===== src/rtl/sd_dat_writer.sv =====
// sd_dat_writer: SD 4-bit DAT-line block transmitter.
// Sends start bit, payload nibbles, per-line CRC16 and end bit. It then collects
// the card's CRC-status token on DAT0 and waits out the card's busy period.
// Optional macro SD_DAT_WRITER_BUSY_TIMEOUT_EN adds a busy-period timeout counter.
// Without the macro the writer waits indefinitely for DAT0 to return high.
module sd_dat_writer #(
    parameter int BLOCK_LEN_BYTES   = 512,
    parameter int STATUS_WAIT_CLKS  = 16,
    parameter int BUSY_TIMEOUT_CLKS = 1 << 20
) (
    input  logic        clk,
    input  logic        rst_,
    input  logic        blk_start,
    input  logic [15:0] wdata,
    input  logic        wdata_valid,
    output logic        wdata_ready,
    output logic [3:0]  sd_dat_out,
    output logic        sd_dat_oe,
    input  logic [3:0]  sd_dat_in,
    output logic        idle,
    output logic        done,
    output logic [2:0]  status,
    output logic        underrun
);

    localparam int WORDS  = BLOCK_LEN_BYTES / 2;
    localparam int WORD_W = (WORDS > 1) ? $clog2(WORDS) : 1;
    localparam int CNT_W  = $clog2(STATUS_WAIT_CLKS + 16);

    // Refuse to elaborate with a block length or wait limits the logic cannot honour.
    if ((BLOCK_LEN_BYTES < 2) || (BLOCK_LEN_BYTES % 2 != 0) ||
        (STATUS_WAIT_CLKS < 1) || (BUSY_TIMEOUT_CLKS < 1)) begin : g_bad_params
        $error("sd_dat_writer: illegal parameter set");
    end

    typedef enum logic [2:0] {
        S_IDLE, S_PRE, S_START, S_DATA, S_CRC, S_END, S_STAT, S_BUSY
    } state_t;

    // Sub-phases of the CRC-status token reception.
    typedef enum logic [1:0] {T_WAIT, T_BITS, T_END} tok_ph_t;

    state_t            state;
    tok_ph_t           tok_ph;
    logic [WORD_W-1:0] word_idx;
    logic [1:0]        nib;
    logic [15:0]       shreg;
    logic [3:0][15:0]  crc;
    logic [2:0]        tok;
    logic [CNT_W-1:0]  cnt;
`ifdef SD_DAT_WRITER_BUSY_TIMEOUT_EN
    localparam int BUSY_W = $clog2(BUSY_TIMEOUT_CLKS + 1);
    logic [BUSY_W-1:0] busy_cnt;
`endif

    logic             last_word;
    logic             take_word;
    logic [15:0]      in_word;
    logic [3:0]       emit_nib;
    logic [3:0][15:0] crc_nxt;
    logic [3:0][15:0] crc_shl;
    logic [3:0]       crc_msb;
    logic             unused_dat_in;

    // Only DAT0 carries the token and busy signalling.
    assign unused_dat_in = ^sd_dat_in[3:1];

    // One serial CRC16-CCITT step (x^16+x^12+x^5+1).
    function automatic logic [15:0] crc_step(input logic [15:0] c, input logic b);
        return {c[14:0], 1'b0} ^ ((c[15] ^ b) ? 16'h1021 : 16'h0000);
    endfunction

    assign last_word = (word_idx == WORD_W'(WORDS - 1));
    assign in_word   = wdata_valid ? wdata : 16'h0000;

    // Select the nibble driven next cycle and the CRC values it produces.
    always_comb begin
        // NOTE: every comb output gets a default first so no path can infer a latch.
        take_word = 1'b0;
        if (state == S_START)
            take_word = 1'b1;
        else if (state == S_DATA && nib == 2'd3)
            take_word = !last_word;
        emit_nib = take_word ? in_word[15:12] : shreg[15:12];
        for (int i = 0; i < 4; i++) begin
            crc_nxt[i] = crc_step(crc[i], emit_nib[i]);
            crc_shl[i] = {crc[i][14:0], 1'b0};
            crc_msb[i] = crc[i][15];
        end
    end

    // Block sequencer; every output is registered together with the state it belongs to.
    always_ff @(posedge clk or negedge rst_) begin
        if (!rst_) begin
            // NOTE: the CRC bank is four plain registers, so it resets like any other flop.
            state       <= S_IDLE;
            tok_ph      <= T_WAIT;
            word_idx    <= '0;
            nib         <= '0;
            shreg       <= '0;
            crc         <= '0;
            tok         <= '0;
            cnt         <= '0;
            wdata_ready <= 1'b0;
            sd_dat_out  <= 4'hF;
            sd_dat_oe   <= 1'b0;
            idle        <= 1'b1;
            done        <= 1'b0;
            status      <= 3'b000;
            underrun    <= 1'b0;
`ifdef SD_DAT_WRITER_BUSY_TIMEOUT_EN
            busy_cnt    <= '0;
`endif
        end else begin
            // NOTE: non-blocking assignments throughout, so every read sees the pre-edge value.
            done <= 1'b0;
            case (state)
                S_IDLE: begin
                    if (blk_start) begin
                        state      <= S_PRE;
                        sd_dat_oe  <= 1'b1;
                        sd_dat_out <= 4'hF;
                        idle       <= 1'b0;
                        underrun   <= 1'b0;
                        crc        <= '0;
                    end
                end
                S_PRE: begin
                    state       <= S_START;
                    sd_dat_out  <= 4'h0;
                    wdata_ready <= 1'b1;
                end
                S_START, S_DATA: begin
                    if (state == S_DATA && nib == 2'd3 && last_word) begin
                        state      <= S_CRC;
                        sd_dat_out <= crc_msb;
                        crc        <= crc_shl;
                        cnt        <= '0;
                    end else begin
                        state      <= S_DATA;
                        sd_dat_out <= emit_nib;
                        crc        <= crc_nxt;
                        if (take_word) begin
                            shreg       <= {in_word[11:0], 4'h0};
                            word_idx    <= (state == S_START) ? '0 : word_idx + WORD_W'(1);
                            nib         <= 2'd0;
                            wdata_ready <= 1'b0;
                            if (!wdata_valid)
                                underrun <= 1'b1;
                        end else begin
                            shreg       <= {shreg[11:0], 4'h0};
                            nib         <= nib + 2'd1;
                            wdata_ready <= (nib == 2'd2) && !last_word;
                        end
                    end
                end
                S_CRC: begin
                    if (cnt == CNT_W'(15)) begin
                        state      <= S_END;
                        sd_dat_out <= 4'hF;
                    end else begin
                        sd_dat_out <= crc_msb;
                        crc        <= crc_shl;
                        cnt        <= cnt + CNT_W'(1);
                    end
                end
                S_END: begin
                    state     <= S_STAT;
                    sd_dat_oe <= 1'b0;
                    tok_ph    <= T_WAIT;
                    cnt       <= '0;
                end
                S_STAT: begin
                    case (tok_ph)
                        // Start bit may arrive on any of the STATUS_WAIT_CLKS cycles after END.
                        T_WAIT: begin
                            if (!sd_dat_in[0]) begin
                                tok_ph <= T_BITS;
                                cnt    <= '0;
                            end else if (cnt == CNT_W'(STATUS_WAIT_CLKS - 1)) begin
                                state  <= S_IDLE;
                                idle   <= 1'b1;
                                done   <= 1'b1;
                                status <= 3'b111;
                            end else begin
                                cnt <= cnt + CNT_W'(1);
                            end
                        end
                        T_BITS: begin
                            tok <= {tok[1:0], sd_dat_in[0]};
                            cnt <= cnt + CNT_W'(1);
                            if (cnt == CNT_W'(2))
                                tok_ph <= T_END;
                        end
                        default: begin
                            if (sd_dat_in[0]) begin
                                state <= S_BUSY;
`ifdef SD_DAT_WRITER_BUSY_TIMEOUT_EN
                                busy_cnt <= '0;
`endif
                            end else begin
                                state  <= S_IDLE;
                                idle   <= 1'b1;
                                done   <= 1'b1;
                                status <= 3'b111;
                            end
                        end
                    endcase
                end
                S_BUSY: begin
                    if (sd_dat_in[0]) begin
                        state  <= S_IDLE;
                        idle   <= 1'b1;
                        done   <= 1'b1;
                        status <= tok;
                    end
`ifdef SD_DAT_WRITER_BUSY_TIMEOUT_EN
                    else if (busy_cnt == BUSY_W'(BUSY_TIMEOUT_CLKS - 1)) begin
                        state  <= S_IDLE;
                        idle   <= 1'b1;
                        done   <= 1'b1;
                        status <= 3'b111;
                    end else begin
                        busy_cnt <= busy_cnt + BUSY_W'(1);
                    end
`endif
                end
                default: begin
                    state     <= S_IDLE;
                    sd_dat_oe <= 1'b0;
                    idle      <= 1'b1;
                end
            endcase
        end
    end

endmodule


===== config.mk =====
export PLATFORM = sky130hd
export DESIGN_NAME = sd_dat_writer
export DESIGN_NICKNAME = d
export VERILOG_FILES = /design/src/rtl/sd_dat_writer.sv
export SDC_FILE = /design/constraint.sdc
export NUM_CORES = 1
export LEC_CHECK = 0
export CAP_MARGIN = 20
export CORE_MARGIN = 10
export CORE_UTILIZATION = 50
export DETAILED_ROUTE_END_ITERATION = 10
export PLACE_DENSITY_LB_ADDON = 0.08
export SLEW_MARGIN = 20
export SYNTH_ARGS = -nofsm -noshare
export SYNTH_HDL_FRONTEND = slang
export SYNTH_SLANG_ARGS = --single-unit

===== constraint.sdc =====
create_clock -name clk -period 2.02 [get_ports clk]
set_input_delay 0.404 -clock clk [delete_from_list [all_inputs] [get_ports clk]]
set_output_delay 0.404 -clock clk [all_outputs]
set_load 0.005 [all_outputs]

==> results.yml <==
synth:
  synth-seq-cells: 111
  yosys-top-cells-count: "nand2_1 (150), dfrtp_1 (106), o21ai_0 (63), nor2_1 (31)"
  yosysWarningCount: 0
  yosysTopAreaCell: "dfrtp_1"
  ys_async_sr_fraction: 1.000
  synth_cell_types: 55
  synth.most_common_cell: "nand2_1"
  synth_area_um2: 5195
  synth_area_leaders: "dfrtp_1 (51%), nand2_1 (11%), o21ai_0 (6.1%), dfstp_2 (2.5%), a21oi_1 (2.3%)"
  synth-edff-count: 0
  seq_area_frac_synth: 0.5359
  syn-num-nets: 604
  synthCells: 573
  ys.flop_type: "dfrtp_1"
  syn_avg_cell_area_um2: 9.066
  synth_top_area_frac: 0.5106
critical_path:
  r2r-start: "word_idx[0]"
  crit_family: "compound AO/OA/AOI/OAI gates"
  cp.required_ns: 2.32
  setup.worst_path.start: "word_idx[0]"
  cp-start-kind: "register"
  critPathSlowestCell: "or4_1"
  end_kind: "register"
  crit_type: "reg -> reg"
  path_buf_inv: 0
  crit_end: "crc[21]"
  reg2reg_slack_ns: 0.05
  worstPathCellList: "ha_4 -> nand3_4 -> o21ba_4 -> o211ai_4 -> a21oi_2 -> or4_1 -> o211ai_1"
  r2r-end: "crc[21]"
  critPathMaxStageDelay_ns: 0.48
  path_max_fanout: 6
  worst-path-stages: 7
  reg2regPathDepth: 7
  crit_arrival_ns: 2.28
finish:
  synthToLayoutAreaGrowth_pct: 24.83
  drive_gt1_frac: 0.1806
  fillers: 898
  nets: 676
  stdcell_count: 784
  antenna_cells: 0
  seqCellArea_um2: 2784
  multiInputGateArea_um2: 2389
clock_network:
  cts.path.max_buffers: 2
  cts_sinks: 111
  cts_tree: "yes"
  cts_root_buffer: "clkbuf_8"
  clk_latency_ns: 0.38
  cts_made_buffers: 9
  path_clk_slew_ns: 0.10
  htree_levels: 3
power_and_ir_drop:
  sequentialPowerShare: 0.575
  clockPowerShare: 0.253
  sw_frac_of_total: 0.2806
  p_sw_mw: 1.598
  p_leak_nw: 2.851
  pwr-share-comb: 0.171
  peakVddDrop_v: 0.0006910
  total_power_mw: 5.695
  powerDensity_nw_per_um2: 878.3
  p_int_mw: 4.097
sta:
  post-route-period-util: 0.9774
  fin_setup_tns_ns: 0
  fin_crit_ns: 1.974
  slew_headroom: 0.6851
  hold_viol_final: 0
  max_slew.worst_pin.slew_ns: 0.4692
  final.setup_skew_ns: 0.006776
  setup_viol: 0
  rsz0062_at_grt: "yes"
  slew_viol_final: 0
  clock.fmax_mhz: 506.5
routing:
  wl_per_cell_um: 14.53
  drtPass1Iterations: 5
  drt_iter0_markers: 265
  ant_nets: 0
  num_vias: 4201
  via_per_inst: 5.358
  drcViolationCount: 0
  wl_mm: 11.40
die:
  ios: 36
  coreArea_um2: 10230
  dieArea_um2: 14870
  die_h_um: 121.9
  die_w_um: 121.9
  initial_core_util: 0.5078
  row_count: 37
global_route:
  grt_pass1_vias: 3976
  grt_usage: 0.1586
  grtUsageMet2: 0.2386
  use_met3: 0.05042
  grt_pass1_wl_mm: 19.22
  grtUsageMet1: 0.2175
  overflow: 0
  grt_start_max_net_pins: 65
  antenna_found_initial: 0
  busiest_layer: "met2"
outcome:
  status: "complete, no violations"
placement:
  gp_congestion: 0.8239
  hpwl_mm: 7.764
  port_buffers: 32
  dp_cells: 759
min_path:
  hold_path.class: "in -> async"
flow_run:
  maxCapViolations: 0
-- cell type report --
class                      instances  area share
multi-input combinational        411      0.3683
sequential                       111      0.4293
timing repair buffer              93      0.1327
clock buffer                      11     0.02180
tap                              136     0.02624
inverter                          19     0.01100
clock inverter                     3     0.01061
-- metal layers --
layer,part of all wire,vias to the layer above
met5,0,-
met4,0.0090,0
met3,0.044,10
met2,0.46,60
met1,0.49,2024
li1,-,2107
-- sequential cells by signal, summed over array words and instances, names as in the netlist, 2 cells and up --
name and cells:
nib 2, status 3, crc 64, tok_ph 2, cnt 5, shreg 12
word_idx 8, state 3, tok 3, sd_dat_out 4
-- cells by family after synthesis --
logic type,Yosys count,share of synthesized area
xor+xnor,7,0.01180
compound gates,151,0.1792
fa+ha+maj,7,0.01686
simple gates,243,0.2103
buf+inv,51,0.03998
mux,3,0.006021
flops,111,0.5359
-- how the worst min path moves through the flow --
stage	to	slack, ns	depth (start not counted)
floorplan	cnt[0]	0.11	0
global placement	crc[38]	0.30	1
detailed placement	crc[38]	0.30	1
CTS	crc[38]	0.42	2
global route	crc[13]	0.45	2
finish	crc[43]	0.43	2
-- worst register-to-register path, stage by stage (launching register included) --
cell and delay (ns):
dfrtp_1 0.41, ha_4 0.17, nand3_4 0.12, o21ba_4 0.30, o211ai_4 0.20, a21oi_2 0.10, or4_1 0.48, o211ai_1 0.11
-- layout by cell type (no fill, tap or decap), types with 6 or more instances in the layout --
| cell type | Yosys | routed |
|---|---|---|
| a21oi_1 | 24 | 19 |
| a31oi_1 | 6 | 6 |
| and3_1 | 10 | 10 |
| buf_4 | 0 | 54 |
| clkbuf_8 | 0 | 10 |
| clkdlybuf4s50_1 | 0 | 31 |
| dfrtp_1 | 106 | 106 |
| inv_1 | 17 | 16 |
| nand2_1 | 150 | 150 |
| nand3_1 | 15 | 14 |
| nor2_1 | 31 | 30 |
| o211ai_1 | 9 | 9 |
| o21ai_0 | 63 | 63 |
| o21ai_1 | 10 | 8 |
| o31ai_1 | 10 | 9 |
-- stage by stage --
step | hold WS [ns] | setup WS (ns) | cell area (um2) | utilization
2_1_floorplan | 0.1084 | 0.02016 | 5200 | -
3_3_place_gp | 0.2983 | -0.01075 | 6010 | 0.5874
3_5_place_dp | 0.2969 | -0.08970 | 6010 | 0.5874
4_1_cts | 0.4238 | -0.006787 | 6265 | 0.6123
5_1_grt | 0.4497 | -0.03770 | 6485 | 0.6339
6_report | 0.4255 | 0.04563 | 6485 | 0.6339
-- power by group through the flow --
stage	clock, mW	combinational (mW)	sequential, mW
4_1_cts	1.48	0.950	3.27
2_1_floorplan	0	0.670	3.19
6_report	1.44	0.976	3.28
3_3_place_gp	0	0.903	3.28
3_5_place_dp	0	0.952	3.31
5_1_grt	1.57	1.13	3.37
-- what timing repair did --
action | in CTS | in global routing
setup buffers | 3 | 7
cloned | 0 | 1
pin swaps | 3 | 21
resized for setup | 4 | 31
endpoints found under the setup margin | 13 | 85
hold buffers | 1 | 0
endpoints found under the hold margin | 15 | 0
Note: power is estimated with default switching activity, not from simulation.
==> variant 1 (config.mk and constraints unchanged) <==
Change the parameter `STATUS_WAIT_CLKS` from 16 to 32.
--- a/src/rtl/sd_dat_writer.sv
+++ b/src/rtl/sd_dat_writer.sv
@@ -5,7 +5,7 @@
 // Without the macro the writer waits indefinitely for DAT0 to return high.
 module sd_dat_writer #(
     parameter int BLOCK_LEN_BYTES   = 512,
-    parameter int STATUS_WAIT_CLKS  = 16,
+    parameter int STATUS_WAIT_CLKS  = 32,
     parameter int BUSY_TIMEOUT_CLKS = 1 << 20
 ) (
     input  logic        clk,
Behaviour: same outputs for any inputs over 10 cycles, from zero or initial values and one cycle with rst_ low; that may be too few to reach the edited logic, so the function may still have changed.
==> variant 1 against the original RTL <==
  * The run now ends with setup timing left
  * Sequential cell count rose by 1
  * Synthesized cell count up 2.3%
  * Worst setup slack worse by 0.064 ns
  * Via count up 8.3%
  * Routed wire length rose by 11%
  * Synthesized area increased by 3.1%
  * Design area rose by 4.6%
  * Final cell count is 3.6% higher
  * Largest cell class unchanged
Power is not compared: it rests on default switching activity, and its combinational part moved more than twofold at a synthesized area within 25%.
==> variant 1: results (changes against the original RTL) <==
Synth Area in XOR/XNOR -> 0.00981 (was 0.0118)
WL/cell -> 15.6 µm (was 14.5 µm)
Final Wtd Congestion -> 0.810 (was 0.824)
Proportion of synthesized area in mux cells -> 0.00794 (was 0.00602)
Hold Path Class -> reg2reg (was in2async)
Worst R2R Path Depth -> 7 (unchanged)
Internal -> 5.48 mW
Nets@finish -> 700 (was 676)
Largest net degree at the start of global routing -> 53 (was 65)
Regs by FF count -> crc: 64 flops, shreg: 12 flops, word_idx: 8 flops (unchanged)
Adder-cell share of the synthesized area -> 0.0117 (was 0.0169)
Max-slew headroom -> 0.674 (was 0.685)
Finish-stage setup viols -> 3 (was 0)
Number of global-route vias before repair -> 4451 (was 3976)
Overall Global Routing Usage -> 0.173 (was 0.159)
Dpl hpwl -> 8660 µm (was 7760 µm)
Final setup TNS -> -0.0294 ns (was 0 ns)
Final Skew -> 0.0113 ns (was 0.00678 ns)
Synth area leaders -> dfrtp_1 (50%), nand2_1 (11%), nand3_1 (6.8%) (was dfrtp_1 (51%), nand2_1 (11%), o21ai_0 (6.1%))
Bufs on Longest Clock Path -> 2 (unchanged)
Fraction of layout cells with a size suffix above 1 -> 0.207 (was 0.181)
R2R Path End -> crc[60]$_DFFE_PN0P_ (was crc[21]$_DFFE_PN0P_)
Synthesis warning total -> 0 (unchanged)
Compound-Gate Fraction of Synth Area -> 0.137 (was 0.179)
Total number of vias -> 4550 (was 4201)
Final worst setup slack -> -0.0186 ns (was 0.0456 ns)
CP Data Arrival Time -> 2.34 ns (was 2.28 ns)
FILL cells -> 864 (was 898)
Pre-Repair DR Iteration Count -> 5 (unchanged)
Run status -> finished, violations left (was completed)
Place WS -> -0.168 ns (was -0.0897 ns)
Syn nets -> 615 (was 604)
Initial DRC count -> 436 (was 265)
Violated checks -> setup timing
Worst hold endpoint -> crc[35]$_DFFE_PN0P_
Antenna diodes -> 0 (unchanged)
Sequential element share of the synthesized area -> 0.524 (was 0.536)
R2R Path Start -> word_idx[0]$_DFFE_PN0P_ (unchanged)
Clock slew at reported path FFs -> 0.11 ns
First-pass GRT wire length -> 21200 µm (was 19200 µm)
Distinct cells, synth -> 65 (was 55)
Post-synth top cells -> nand2_1 (154), dfrtp_1 (107), nand3_1 (73) (was nand2_1 (150), dfrtp_1 (106), o21ai_0 (63))
Crit Path Class -> reg2reg (unchanged)
## variant 1: cell count changes in the layout (fill, tap and decap cells not counted), moves of 7 or more
cell and change:
nand3_1 +58, o21ai_0 -34, a21oi_1 -10, buf_4 +10, inv_1 -8, o21ai_1 -8
o31ai_1 -8, o211ai_1 -7
## variant 1: stage by stage
step / hold slack (ns) / total power, mW / utilization / area [µm²] / std cells
6_report: 0.477 / 8.63 / 0.654 / 6780 / 812
2_1_floorplan: 0.108 / 5.55 / - / 5360 / 586
5_1_grt: 0.504 / 9.28 / 0.654 / 6780 / 812
3_5_place_dp: 0.381 / 6.81 / 0.607 / 6290 / 786
3_3_place_gp: 0.370 / 6.69 / 0.607 / 6290 / 786
4_1_cts: 0.480 / 8.53 / 0.641 / 6650 / 808
## variant 1: metal layers
metal,share of wire,GRT usage,vias up
met3,0.048,0.0474,21
met4,0.023,0.0757,0
met1,0.45,0.216,2228
met2,0.48,0.277,94
li1,-,-,2207
met5,0,0,-
## variant 1: worst max-delay path, cell delays in order (launching register included)
cell and delay, ns:
dfrtp_1 0.42, ha_4 0.18, and4_4 0.18, a21o_4 0.23
a21oi_1 0.35, nor3_4 0.08, or2_1 0.27, o311ai_1 0.23
## variant 1: final cells by class
cell class              instances  share of cell area
clock buffers                  10              0.0188
clock inverters                 6              0.0135
inverters                       8             0.00443
multi-input cells             431               0.371
flip-flops and latches        112               0.414
well taps                     136              0.0251
repair buffers                109               0.153
## variant 1: repair_timing
action / in CTS / in global routing
pin swaps: 14 / 8
cloned: 0 / 1
hold buffers: 1 / 0
hold endpoints to repair: 25 / 0
setup buffers: 5 / 3
endpoints found under the setup margin: 15 / 68
gates resized for setup: 22 / 19
==> variant 2 (same flow settings) <==
Made on the original files. Register the output `underrun` once more, with the module's reset; this adds one clock of latency there. The other outputs are not delayed to match.
--- a/src/rtl/sd_dat_writer.sv
+++ b/src/rtl/sd_dat_writer.sv
@@ -27,6 +27,8 @@
     localparam int WORD_W = (WORDS > 1) ? $clog2(WORDS) : 1;
     localparam int CNT_W  = $clog2(STATUS_WAIT_CLKS + 16);
 
+    logic underrun_s0;
+
     // Refuse to elaborate with a block length or wait limits the logic cannot honour.
     if ((BLOCK_LEN_BYTES < 2) || (BLOCK_LEN_BYTES % 2 != 0) ||
         (STATUS_WAIT_CLKS < 1) || (BUSY_TIMEOUT_CLKS < 1)) begin : g_bad_params
@@ -107,7 +109,7 @@
             idle        <= 1'b1;
             done        <= 1'b0;
             status      <= 3'b000;
-            underrun    <= 1'b0;
+            underrun_s0 <= 1'b0;
 `ifdef SD_DAT_WRITER_BUSY_TIMEOUT_EN
             busy_cnt    <= '0;
 `endif
@@ -121,7 +123,7 @@
                         sd_dat_oe  <= 1'b1;
                         sd_dat_out <= 4'hF;
                         idle       <= 1'b0;
-                        underrun   <= 1'b0;
+                        underrun_s0 <= 1'b0;
                         crc        <= '0;
                     end
                 end
@@ -146,7 +148,7 @@
                             nib         <= 2'd0;
                             wdata_ready <= 1'b0;
                             if (!wdata_valid)
-                                underrun <= 1'b1;
+                                underrun_s0 <= 1'b1;
                         end else begin
                             shreg       <= {shreg[11:0], 4'h0};
                             nib         <= nib + 2'd1;
@@ -234,5 +236,13 @@
         end
     end
 
+    always_ff @(posedge clk or negedge rst_) begin
+        if (!rst_) begin
+            underrun <= '0;
+        end else begin
+            underrun <= underrun_s0;
+        end
+    end
+
 endmodule
 
Function: changed (Yosys sat finds a counterexample within 4 cycles, from zero or initial values and one cycle with rst_ low).
==> variant 2 against the original RTL <==
  * Routed wire length is 2.5% higher
  * Worst setup slack worse by 0.011 ns
  * Via count is 1.5% lower
  * Clock skew is 0.0034 ns higher
  * Sequential cell count is 1 higher
  * Power is 2.8% lower
  * Design area is 1.9% lower
  * Die area is 1.6% higher
  * Critical path depth stayed put
  * Synthesized area is 1.9% higher
  * Critical endpoint is now crc[12]$_DFFE_PN0P_
==> variant 2: results (changes against the original RTL) <==
Run status -> completed (unchanged)
Total number of vias -> 4137 (was 4201)
Synth area leaders -> dfrtp_1 (51%), nand2_1 (10%), o21ai_0 (6.4%) (was dfrtp_1 (51%), nand2_1 (11%), o21ai_0 (6.1%))
Kind of cell adding the most delay to the critical path -> simple AND/OR/NAND/NOR gates (was compound AO/OA/AOI/OAI gates)
Clock slew at reported path FFs -> 0.10 ns (about the same)
Post-synth top cells -> nand2_1 (141), dfrtp_1 (107), o21ai_0 (68) (was nand2_1 (150), dfrtp_1 (106), o21ai_0 (63))
Adder-cell share of the synthesized area -> 0.0165 (was 0.0169)
Largest vdd supply drop -> 0.506 mV (was 0.691 mV)
Place WS -> -0.164 ns (was -0.0897 ns)
R2R Path Start -> nib[1]$_DFFE_PN0P_ (was word_idx[0]$_DFFE_PN0P_)
CP peak stage delay -> 0.41 ns (was 0.48 ns)
Synthesis warning total -> 0 (unchanged)
Fraction of layout cells with a size suffix above 1 -> 0.170 (was 0.181)
Slew @ Worst Pin -> 0.794 ns (was 0.469 ns)
Overall Global Routing Usage -> 0.160 (was 0.159)
Top_reg_cell synth -> dfrtp_1 (unchanged)
Proportion of synthesized area in mux cells -> 0.0253 (was 0.00602)
CP max-delay cell -> dfrtp_1 (was or4_1)
Setup crit end -> crc[12]$_DFFE_PN0P_ (was crc[21]$_DFFE_PN0P_)
Initial DRC count -> 372 (was 265)
Antenna diodes -> 0 (unchanged)
Placed cells -> 747 (was 759)
Distinct cells, synth -> 56 (was 55)
Dpl hpwl -> 8020 µm (was 7760 µm)
WL/cell -> 15.2 µm (was 14.5 µm)
Post-Synthesis Cells -> 572 (was 573)
Sequential element share of the synthesized area -> 0.530 (was 0.536)
Nets@finish -> 660 (was 676)
Final Wtd Congestion -> 0.862 (was 0.824)
Area after DPL -> 6010 µm² (unchanged)
Initial antenna violation count -> 0 (unchanged)
Maximum clock rate -> 504 MHz (was 506 MHz)
Number of global-route vias before repair -> 4046 (was 3976)
Syn nets -> 603 (was 604)
Leakage -> 2.84 nW (was 2.85 nW)
Regs by FF count -> crc: 64 flops, shreg: 12 flops, word_idx: 8 flops (unchanged)
Drt total wl -> 11700 µm (was 11400 µm)
First-pass GRT wire length -> 19700 µm (was 19200 µm)
CP Data Arrival Time -> 2.25 ns (was 2.28 ns)
R2R Path End -> crc[12]$_DFFE_PN0P_ (was crc[21]$_DFFE_PN0P_)
Final Skew -> 0.0101 ns (was 0.00678 ns)
Synth Area in XOR/XNOR -> 0.0132 (was 0.0118)
Worst hold endpoint -> underrun$_DFF_PN0_
Hold Crit Start -> underrun_s0$_DFFE_PN0P_
Fin Hold WS -> 0.396 ns (was 0.425 ns)
Root Buffer -> clkbuf_8 (unchanged)
Pre-Repair DR Iteration Count -> 6 (was 5)
Hold Path Class -> reg2reg (was in2async)
Compound-Gate Fraction of Synth Area -> 0.176 (was 0.179)
Maximum fanout along the worst path -> 8 (was 6)
FILL cells -> 900 (was 898)
variant 2: cell types whose count changed in the layout (fill, tap and decap cells not counted), moves of 5 or more:
| cell | before | now |
|---|---|---|
| nor2_1 | 30 | 37 |
| nand2_1 | 150 | 141 |
| o211ai_1 | 9 | 2 |
| o21ai_1 | 8 | 13 |
| mux2i_1 | 2 | 9 |
| a21oi_1 | 19 | 12 |
| buf_4 | 54 | 38 |
| or4_1 | 5 | 0 |
| o31ai_1 | 9 | 1 |
variant 2: worst reg2reg max path, stage by stage (launching register included):
cell and delay, ns:
dfrtp_1 0.41, ha_4 0.16, and4b_2 0.28, o21ai_4 0.12, and3_4 0.20, or3_4 0.38, a41oi_1 0.24, o21ai_1 0.10
variant 2: power breakdown:
part | switching (mW) | internal, mW | total (mW)
Combinational | 0.513 | 0.478 | 0.991
Clock | 0.741 | 0.523 | 1.26
Sequential | 0.390 | 2.89 | 3.28
variant 2: metal layers:
| layer | track usage | routed length, µm | vias to the layer above |
|---|---|---|---|
| met3 | 0.0428 | 584 | 10 |
| met4 | 0.0523 | 137 | 0 |
| met2 | 0.248 | 5490 | 79 |
| met5 | 0 | 0 | - |
| li1 | - | - | 2075 |
| met1 | 0.213 | 5480 | 1973 |
variant 2: layout make-up:
type	count	area [µm²]	share of cell area
inverter	17	63.8	0.0100
timing repair buffer	76	717	0.113
sequential	112	2810	0.441
clock buffer	14	163	0.0256
tap	136	170	0.0267
multi-input combinational	413	2430	0.381
clock inverter	2	13.8	0.00216
variant 2: timing repair:
action	4_1_cts	5_1_grt
buffers inserted	0	6
endpoints found under the hold margin	8	0
gates resized for setup	6	25
pin swaps	1	9
setup endpoints to repair	42	44
hold buffers	1	0
